<file path="src/rtl/pc_sequencer.sv">
// Program-counter stage: owns the architectural PC, sequences a run from
// Start to Halt, applies relative branches and keeps a small return stack.
module pc_sequencer #(
    parameter int D     = 12,
    parameter int DEPTH = 4
) (
    input  logic         Clk,
    input  logic         Reset_n,
    input  logic         Start,
    input  logic [D-1:0] StartAddr,
    input  logic         Stall,
    input  logic         BranchEn,
    input  logic [D-1:0] Target,
    input  logic         Call,
    input  logic         Ret,
    input  logic         Halt,
    output logic [D-1:0] ProgCtr,
    output logic         Fetch,
    output logic         Done,
    output logic         StackErr
);

    localparam int AW = $clog2(DEPTH);
    localparam int SW = AW + 1;

    typedef enum logic [1:0] {
        S_IDLE,
        S_RUN,
        S_DONE
    } state_e;

    state_e         state_q, state_d;
    logic [D-1:0]   pc_q, pc_d;
    logic [SW-1:0]  sp_q, sp_d;
    logic           err_q, err_d;
    logic           done_q, done_d;
    logic [D-1:0]   stack_q [DEPTH];

    logic           push_en;
    logic [D-1:0]   pc_inc;
    logic [D-1:0]   pc_rel;
    logic           stack_empty;
    logic           stack_full;
    logic [AW-1:0]  top_idx;
    logic [AW-1:0]  push_idx;

    // Target arrives already sign-extended, so a plain D-bit add wraps correctly.
    assign pc_inc      = pc_q + D'(1);
    assign pc_rel      = pc_q + Target;
    assign stack_empty = (sp_q == '0);
    assign stack_full  = (sp_q == SW'(DEPTH));
    assign top_idx     = sp_q[AW-1:0] - AW'(1);
    assign push_idx    = sp_q[AW-1:0];

    always_comb begin
        state_d = state_q;
        pc_d    = pc_q;
        sp_d    = sp_q;
        err_d   = err_q;
        done_d  = done_q;
        push_en = 1'b0;

        if (Start) begin
            state_d = S_RUN;
            pc_d    = StartAddr;
            sp_d    = '0;
            err_d   = 1'b0;
            done_d  = 1'b0;
        end else if (state_q == S_RUN) begin
            if (Stall) begin
                pc_d = pc_q;
            end else if (Halt) begin
                state_d = S_DONE;
                done_d  = 1'b1;
            end else if (Ret) begin
                if (stack_empty) begin
                    pc_d  = pc_inc;
                    err_d = 1'b1;
                end else begin
                    pc_d = stack_q[top_idx];
                    sp_d = sp_q - SW'(1);
                end
            end else if (Call) begin
                pc_d = pc_rel;
                if (stack_full) begin
                    err_d = 1'b1;
                end else begin
                    push_en = 1'b1;
                    sp_d    = sp_q + SW'(1);
                end
            end else if (BranchEn) begin
                pc_d = pc_rel;
            end else begin
                pc_d = pc_inc;
            end
        end
    end

    always_ff @(posedge Clk or negedge Reset_n) begin
        if (!Reset_n) begin
            state_q <= S_IDLE;
            pc_q    <= '0;
            sp_q    <= '0;
            err_q   <= 1'b0;
            done_q  <= 1'b0;
        end else begin
            state_q <= state_d;
            pc_q    <= pc_d;
            sp_q    <= sp_d;
            err_q   <= err_d;
            done_q  <= done_d;
        end
    end

    always_ff @(posedge Clk or negedge Reset_n) begin
        if (!Reset_n) begin
            for (int i = 0; i < DEPTH; i++) begin
                stack_q[i] <= '0;
            end
        end else if (push_en) begin
            stack_q[push_idx] <= pc_inc;
        end
    end

    assign ProgCtr  = pc_q;
    assign Fetch    = (state_q == S_RUN);
    assign Done     = done_q;
    assign StackErr = err_q;

endmodule

</file>
<file path="config.mk">
export PLATFORM = sky130hd
export DESIGN_NAME = pc_sequencer
export DESIGN_NICKNAME = d
export VERILOG_FILES = /design/src/rtl/pc_sequencer.sv
export SDC_FILE = /design/constraint.sdc
export NUM_CORES = 1
export LEC_CHECK = 0
export BUFFER_PORTS_ARGS = -buffer_cell sky130_fd_sc_hd__buf_2
export CORE_ASPECT_RATIO = 0.75
export CORE_MARGIN = 10
export CORE_UTILIZATION = 40
export CTS_BUF_LIST = sky130_fd_sc_hd__clkbuf_8
export DETAILED_ROUTE_END_ITERATION = 10
export MAX_ROUTING_LAYER = met4
export RECOVER_POWER = 25
export REMOVE_ABC_BUFFERS = 1
export SKIP_LAST_GASP = 1
export SYNTH_ARGS = -nofsm -noshare
export SYNTH_HDL_FRONTEND = slang
export SYNTH_SLANG_ARGS = --single-unit
</file>
<file path="constraint.sdc">
create_clock -name Clk -period 2.8 [get_ports Clk]
set_clock_uncertainty 0.05 [all_clocks]
set_input_delay 0.28 -clock Clk [delete_from_list [all_inputs] [get_ports Clk]]
set_output_delay 0.28 -clock Clk [all_outputs]
set_load 0.01 [all_outputs]
</file>
==> results of run 1 <==
metal layers:
| layer | GRT usage [%] | share of wire, % | vias up |
|---|---|---|---|
| met5 | - | 0 | - |
| met4 | 2.84 | 0.46 | 0 |
| met3 | 4.56 | 7.0 | 6 |
| met2 | 22.8 | 44 | 95 |
| met1 | 22.5 | 49 | 1646 |
| li1 | - | - | 1637 |
cell usage after synthesis, types with 3 or more instances:
cell / count
sky130_fd_sc_hd__nor2b_1: 8
sky130_fd_sc_hd__mux2_2: 4
sky130_fd_sc_hd__nand2_1: 70
sky130_fd_sc_hd__o21ai_0: 65
sky130_fd_sc_hd__and2_1: 4
sky130_fd_sc_hd__nand2b_1: 3
sky130_fd_sc_hd__inv_1: 10
sky130_fd_sc_hd__nor3_1: 7
sky130_fd_sc_hd__ha_1: 16
sky130_fd_sc_hd__clkbuf_1: 13
sky130_fd_sc_hd__buf_2: 3
sky130_fd_sc_hd__o21ai_1: 4
sky130_fd_sc_hd__buf_1: 3
sky130_fd_sc_hd__a31oi_1: 9
sky130_fd_sc_hd__buf_4: 3
sky130_fd_sc_hd__mux4_2: 12
sky130_fd_sc_hd__a21oi_1: 17
sky130_fd_sc_hd__o21a_1: 3
sky130_fd_sc_hd__and4_1: 3
sky130_fd_sc_hd__xor2_1: 3
sky130_fd_sc_hd__mux2i_1: 4
sky130_fd_sc_hd__nor2_1: 31
sky130_fd_sc_hd__nand3_1: 7
sky130_fd_sc_hd__o211ai_1: 3
sky130_fd_sc_hd__xnor2_1: 13
sky130_fd_sc_hd__dfrtp_1: 66
sky130_fd_sc_hd__a21o_1: 5
sky130_fd_sc_hd__and3_1: 4
cell families (layout without fill, tap and decap cells):
family,after synthesis,after routing,share of synthesized area (%)
AOI/OAI and AO/OA,125,125,18.7
and+or+nand+nor,150,150,17.8
adders and majority gates,18,18,6.05
xor gates and xnor gates,16,16,3.53
buffers and inverters,32,86,3.40
muxes,20,20,8.95
DFF,66,66,41.6
layout make-up:
type | count | area share [%]
timing repair buffer | 60 | 7.57
clock inverter | 6 | 0.932
multi-input combinational | 329 | 47.8
tap | 132 | 3.62
sequential | 66 | 36.2
inverter | 10 | 0.823
clock buffer | 10 | 3.02
flip-flops by register name (all words and copies together), names as in the netlist:
register	count
ProgCtr	12
sp_q	3
Done	1
state_q	1
StackErr	1
stack_q	48
report_power, final:
group | leakage, uW | internal (uW) | switching, uW
combinational | 0.00106 | 420 | 572
sequential | 0.000874 | 1130 | 137
clock | 0.0000882 | 345 | 401
total | 0.00202 | 1890 | 1110
worst paths after layout:
path | from | to | slack [ps] | cells after the start
max | sp_q[1] | ProgCtr[0] | 450 | 8
max in group asynchronous | Reset_n | stack_q[24] | 1280 | 2
min reg2reg | stack_q[30] | stack_q[30] | 430 | 2
min | StartAddr[2] | ProgCtr[2] | 90 | 2
min in group asynchronous | Reset_n | state_q[0] | 400 | 2
max reg2reg | sp_q[1] | ProgCtr[0] | 450 | 8
worst register-to-register path: stages (launching register included):
cell and delay (ps):
sky130_fd_sc_hd__dfrtp_1 420, sky130_fd_sc_hd__inv_1 80, sky130_fd_sc_hd__ha_1 620, sky130_fd_sc_hd__buf_4 230, sky130_fd_sc_hd__mux4_2 300, sky130_fd_sc_hd__nor2_1 100, sky130_fd_sc_hd__nor3_1 50, sky130_fd_sc_hd__a221oi_1 190
sky130_fd_sc_hd__o21ai_0 140
stage by stage:
stage / cells / hold slack, ps / power [uW] / area [um2]
2_1_floorplan: 405 / -65.6 / 1910 / 3870
3_3_place_gp: 597 / 408 / 2240 / 4390
3_5_place_dp: 597 / 418 / 2280 / 4390
4_1_cts: 613 / 78.7 / 3030 / 4570
5_1_grt: 613 / 99.8 / 3200 / 4560
6_report: 613 / 95.0 / 3000 / 4560
==> qor.json, run 1 <==
{
  "global_routing": {
    "grt.overflow.total": 0,
    "grt_start_max_net_pins": 67,
    "grt_first_pass_wirelength_um": 17900,
    "overall_fraction_of_global_route_tracks_in_use_pct": 16.1,
    "antenna_violations_before_repair": 0,
    "grt_pass1_vias": 3322
  },
  "detailed_routing": {
    "drc_errors": 0,
    "total_number_of_vias": 3384,
    "drt-initial-drc-count": 260,
    "drt.antenna.violating_nets": 0,
    "firstDrtPassIters": 7,
    "drt-total-wl_um": 11200,
    "routedWlPerCell_um": 18.3,
    "number_of_vias_per_cell_after_detailed_routing": 5.52
  },
  "sta": {
    "relSlewSlack_pct": -13.3,
    "fin_crit_sh_pct": 83.8,
    "setup_slack_ps": 453,
    "slew_viol_final": 67,
    "timing_worst_slew_pin_value_ps": 1700,
    "timing_hold_violations_final": 0,
    "setup_viol": 0,
    "fmax_mhz": 426,
    "setup_tns_ps": 0,
    "layout_min_cycle_time_ps": 2350,
    "grt_setup_unrepaired": "no"
  },
  "final_layout": {
    "area_of_the_multi_input_gates_um2": 2180,
    "mostFrequentLayoutCell": "sky130_fd_sc_hd__nand2_1",
    "post_route_cells_drive_above_1_share_pct": 20.2,
    "final_core_util_pct": 47.2,
    "antenna_cells": 0,
    "finalNetCount": 526,
    "register_area_um2": 1650,
    "synthesis_to_layout_area_growth_pct": 14.9,
    "layout.cells.most_common_list": "70 x sky130_fd_sc_hd__nand2_1, 66 x sky130_fd_sc_hd__dfrtp_1, 65 x sky130_fd_sc_hd__o21ai_0, 46 x sky130_fd_sc_hd__buf_2, 31 x sky130_fd_sc_hd__nor2_1",
    "fillers": 934
  },
  "placed_design": {
    "numPortBuffers": 46,
    "gp_routability_congestion": 0.906,
    "hpwl_um": 8350,
    "preCtsSetupSlack_ps": 479
  },
  "die": {
    "rows": 31,
    "floorplan.core_area_um2": 9660,
    "start_util_pct": 41.1,
    "fp.dieH_um": 106,
    "fp.dieArea_um2": 14400,
    "io_pins": 47,
    "die_w_um": 135
  },
  "setup_path": {
    "crit_path_top_delay_cell": "sky130_fd_sc_hd__ha_1",
    "critical_path.startpoint_type": "flop",
    "worst_ep_arrival_time_ps": 2490,
    "worstPathRequired_ps": 2940,
    "crit_path_max_fanout": 10,
    "critical-path-max-stage-delay_ps": 620,
    "cp_top_family": "adder cells",
    "critical_path_buf_inv_count": 2,
    "worstPathCellList": "inv_1 -> ha_1 -> buf_4 -> mux4_2 -> nor2_1 -> nor3_1 -> a221oi_1 -> o21ai_0",
    "setup.worst_path.class": "reg2reg",
    "setup.worst_path.end_class": "flop"
  },
  "clock_tree": {
    "clk_transition_reported_paths_ps": 70,
    "clock-sinks": 66,
    "worstSkewPairLatency_ps": 350,
    "postCtsSetupRepairBufs": 0,
    "clockRootBuffer": "sky130_fd_sc_hd__clkbuf_8",
    "tritoncts_clock_tree": "yes",
    "cts_repair_resizes": 0,
    "htree_num_levels": 3,
    "cts_max_path_buffers": 2,
    "holdBufCountCts": 0,
    "cts_inserted_buffers": 9
  },
  "hold_path": {
    "hp-class": "in2reg"
  },
  "pwr": {
    "vdd_ir_drop_max_mv": 0.431,
    "cellLeakagePower_uw": 0.00202,
    "p_per_area_nw_per_um2": 658
  },
  "job": {
    "maxCapViolations": 1
  },
  "yosys": {
    "postSynthRegisterBits": 66,
    "syn-mean-instance-area_um2": 9.30,
    "yosysTopAreaCell": "sky130_fd_sc_hd__dfrtp_1",
    "syn_area_um2": 3970,
    "ys_warnings": 0,
    "synth-async-reset-ratio_pct": 100,
    "synth_seq_area_share_pct": 41.6,
    "post_synth_num_cell_types": 54,
    "synthFlopType": "sky130_fd_sc_hd__dfrtp_1",
    "synthesis.instances": 427,
    "synth-edff-count": 0,
    "synth.top_cell.area_share_pct": 41.6,
    "synth.area.top_cells": "sky130_fd_sc_hd__dfrtp_1 42%, sky130_fd_sc_hd__o21ai_0 8.2%, sky130_fd_sc_hd__mux4_2 6.8%, sky130_fd_sc_hd__nand2_1 6.6%, sky130_fd_sc_hd__ha_1 5.0%"
  },
  "run_status": {
    "status": "finished, violations left",
    "violated_checks": "max-capacitance violations, max-slew violations"
  }
}
Note: power is estimated with default switching activity, not from simulation.
==> run 2, diff against run 1 <==
Clock period 2.8 ns to 2.4 ns, I/O delays scaled along.
==> qor.json, run 2 (synthesized netlist as in run 1, its figures left out) <==
{
  "setup_path": {
    "critical_path.startpoint_type": {"value": "flop", "change": "unchanged"},
    "crit_path_top_delay_cell": {"value": "sky130_fd_sc_hd__dfrtp_1", "change": "was sky130_fd_sc_hd__ha_1"},
    "critical-path-max-stage-delay": {"value": 390, "unit": "ps", "change": "was 620 ps"},
    "critical_path_buf_inv_count": {"value": 1, "change": "was 2"},
    "setup.worst_path.end_class": {"value": "flop", "change": "unchanged"},
    "worstPathRequired": {"value": 2590, "unit": "ps", "change": "was 2940 ps"},
    "worstPathCellList": {"value": "buf_4 -> ha_1 -> nand3_1 -> nor4_2 -> xnor2_1 -> o21ai_1 -> nor3_1 -> nor2_1", "change": "was inv_1 -> ha_1 -> buf_4 -> mux4_2 -> nor2_1 -> nor3_1 -> a221oi_1 -> o21ai_0"},
    "crit_path_max_fanout": {"value": 11, "change": "was 10"},
    "timing.critical_path.from": {"value": "ProgCtr[0]", "change": "was sp_q[1]"},
    "setup.worst_path.class": {"value": "reg2reg", "change": "unchanged"},
    "worst_ep_arrival_time": {"value": 2480, "unit": "ps", "change": "was 2490 ps"},
    "reg2reg_from": {"value": "ProgCtr[0]", "change": "was sp_q[1]"},
    "cp_top_family": {"value": "simple AND/OR/NAND/NOR gates", "change": "was adder cells"}
  },
  "hold_path": {
    "holdCritStartpoint": {"value": "StartAddr[2]", "change": "unchanged"},
    "hp-class": {"value": "in2reg", "change": "unchanged"}
  },
  "die": {
    "fp.dieArea": {"value": 14400, "unit": "um2", "change": "unchanged"},
    "start_util": {"value": 41.1, "unit": "%", "change": "unchanged"},
    "rows": {"value": 31, "change": "unchanged"},
    "die_w": {"value": 135, "unit": "um", "change": "unchanged"},
    "io_pins": {"value": 47, "change": "unchanged"},
    "floorplan.core_area": {"value": 9660, "unit": "um2", "change": "unchanged"},
    "fp.dieH": {"value": 106, "unit": "um", "change": "unchanged"}
  },
  "pwr": {
    "p_per_area": {"value": 762, "unit": "nW/um2", "change": "was 658 nW/um2"},
    "cellLeakagePower": {"value": 0.00208, "unit": "uW", "change": "was 0.00202 uW"},
    "vdd_ir_drop_max": {"value": 0.406, "unit": "mV", "change": "was 0.431 mV"}
  },
  "detailed_routing": {
    "drt-initial-drc-count": {"value": 205, "change": "was 260"},
    "total_number_of_vias": {"value": 3473, "change": "was 3384"},
    "number_of_vias_per_cell_after_detailed_routing": {"value": 5.53, "change": "was 5.52"},
    "drt.antenna.violating_nets": {"value": 0, "change": "unchanged"},
    "routedWlPerCell": {"value": 17.8, "unit": "um", "change": "was 18.3 um"},
    "drt-total-wl": {"value": 11200, "unit": "um", "change": "about the same"},
    "drc_errors": {"value": 0, "change": "unchanged"},
    "firstDrtPassIters": {"value": 5, "change": "was 7"}
  },
  "clock_tree": {
    "clock-sinks": {"value": 66, "change": "unchanged"},
    "tritoncts_clock_tree": {"value": "yes", "change": "unchanged"},
    "htree_num_levels": {"value": 3, "change": "unchanged"},
    "cts_max_path_buffers": {"value": 2, "change": "unchanged"},
    "worstSkewPairLatency": {"value": 350, "unit": "ps", "change": "about the same"},
    "cts_inserted_buffers": {"value": 9, "change": "unchanged"},
    "clk_transition_reported_paths": {"value": 80, "unit": "ps", "change": "was 70 ps"},
    "postCtsSetupRepairBufs": {"value": 0, "change": "unchanged"},
    "clockRootBuffer": {"value": "sky130_fd_sc_hd__clkbuf_8", "change": "unchanged"}
  },
  "final_layout": {
    "synthesis_to_layout_area_growth": {"value": 17.7, "unit": "%", "change": "was 14.9%"},
    "finalNetCount": {"value": 541, "change": "was 526"},
    "fillers": {"value": 927, "change": "was 934"},
    "largest_register_ff_count": {"value": 48, "change": "unchanged"},
    "antenna_cells": {"value": 0, "change": "unchanged"},
    "registers.top_by_ff_count": {"value": "stack_q", "change": "unchanged"},
    "final_cell_count_no_fill": {"value": 628, "change": "was 613"},
    "mostFrequentLayoutCell": {"value": "sky130_fd_sc_hd__nand2_1", "change": "unchanged"},
    "layout.cells.most_common_list": {"value": "70 x sky130_fd_sc_hd__nand2_1, 66 x sky130_fd_sc_hd__dfrtp_1, 64 x sky130_fd_sc_hd__o21ai_0, 46 x sky130_fd_sc_hd__buf_2, 31 x sky130_fd_sc_hd__nor2_1", "change": "was 70 x sky130_fd_sc_hd__nand2_1, 66 x sky130_fd_sc_hd__dfrtp_1, 65 x sky130_fd_sc_hd__o21ai_0, 46 x sky130_fd_sc_hd__buf_2, 31 x sky130_fd_sc_hd__nor2_1"},
    "post_route_cells_drive_above_1_share": {"value": 22.8, "unit": "%", "change": "was 20.2%"}
  },
  "sta": {
    "slew_viol_final": {"value": 67, "change": "unchanged"},
    "grt_setup_unrepaired": {"value": "yes", "change": "was no"},
    "relSlewSlack": {"value": -12.1, "unit": "%", "change": "was -13.3%"},
    "setup_viol": {"value": 0, "change": "unchanged"},
    "setup_slack": {"value": 114, "unit": "ps", "change": "was 453 ps"},
    "layout_min_cycle_time": {"value": 2290, "unit": "ps", "change": "was 2350 ps"},
    "fmax": {"value": 437, "unit": "MHz", "change": "was 426 MHz"},
    "timing_hold_violations_final": {"value": 0, "change": "unchanged"},
    "fin_crit_sh": {"value": 95.2, "unit": "%", "change": "was 83.8%"},
    "timing_worst_slew_pin_value": {"value": 1680, "unit": "ps", "change": "was 1700 ps"}
  },
  "placed_design": {
    "dp_cells": {"value": 611, "change": "was 597"},
    "hpwl": {"value": 8590, "unit": "um", "change": "was 8350 um"},
    "preCtsSetupSlack": {"value": 128, "unit": "ps", "change": "was 479 ps"},
    "numPortBuffers": {"value": 46, "change": "unchanged"},
    "gp_routability_congestion": {"value": 0.897, "change": "was 0.906"}
  },
  "global_routing": {
    "grt_start_max_net_pins": {"value": 67, "change": "unchanged"},
    "grt_pass1_vias": {"value": 3433, "change": "was 3322"},
    "overall_fraction_of_global_route_tracks_in_use": {"value": 16.2, "unit": "%", "change": "was 16.1%"},
    "grt_first_pass_wirelength": {"value": 18100, "unit": "um", "change": "was 17900 um"},
    "use_met1": {"value": 21.9, "unit": "%", "change": "was 22.5%"},
    "antenna_violations_before_repair": {"value": 0, "change": "unchanged"},
    "use_met3": {"value": 4.61, "unit": "%", "change": "was 4.56%"},
    "grt_most_used_layer": {"value": "met2", "change": "unchanged"},
    "grt.overflow.total": {"value": 0, "change": "unchanged"},
    "use_met2": {"value": 23.8, "unit": "%", "change": "was 22.8%"}
  },
  "run_status": {
    "status": {"value": "finished, violations left", "change": "unchanged"},
    "violated_checks": {"value": "max-capacitance violations, max-slew violations", "change": "unchanged"}
  },
  "job": {
    "maxCapViolations": {"value": 1, "change": "unchanged"}
  }
}
[run 2: cell count changes in the layout (fill, tap and decap cells not counted), sizes merged]
cell         change
inv              +1
clkinvlp         +1
clkinv           -2
buf             +14
dlygate4sd3      +1
[run 2: report_power, final]
part / switching, uW / internal (uW) / leakage [uW]
Sequential: 153 / 1310 / 0.000874
Combinational: 688 / 541 / 0.00112
Clock: 461 / 402 / 0.0000847
[run 2: area by class of cell]
cell class	instances	area, um2	share of cell area [%]
inverters	10	37.5	0.803
multi-input cells	329	2190	46.9
flip-flops and latches	66	1650	35.3
repair buffers	75	448	9.59
well taps	132	165	3.53
clock inverters	6	41.3	0.884
clock buffers	10	138	2.95
[run 2: routing by layer]
layer	vias to the layer above	share of wire, %
li1	1654	-
met1	1692	48
met2	118	44
met3	9	7.0
met4	0	0.72
met5	-	0
[run 2: worst paths after layout]
check | endpoint | slack (ps) | cells past startpoint
max in group asynchronous | ProgCtr[1] | 410 | 3
min | ProgCtr[2] | 40 | 2
max | ProgCtr[10] | 110 | 8
min reg2reg | stack_q[16] | 430 | 2
min in group asynchronous | state_q[0] | 890 | 3
max reg2reg | ProgCtr[10] | 110 | 8
[run 2: what timing repair did]
item,4_1_cts,5_1_grt
endpoints found under the hold margin,66,0
hold buffers,1,0
endpoints found under the setup margin,0,2
resized for setup,0,3
[run 2: stage by stage]
step | setup TNS (ps) | power, uW | area, um2 | utilization (%) | hold WS (ps)
2_1_floorplan | -777 | 2220 | 3870 | - | -106
3_3_place_gp | 0 | 2670 | 4490 | 46.5 | 237
3_5_place_dp | 0 | 2710 | 4490 | 46.5 | 244
4_1_cts | 0 | 3590 | 4680 | 48.5 | 26.2
5_1_grt | -18.8 | 3790 | 4670 | 48.4 | 36.1
6_report | 0 | 3560 | 4670 | 48.4 | 41.7
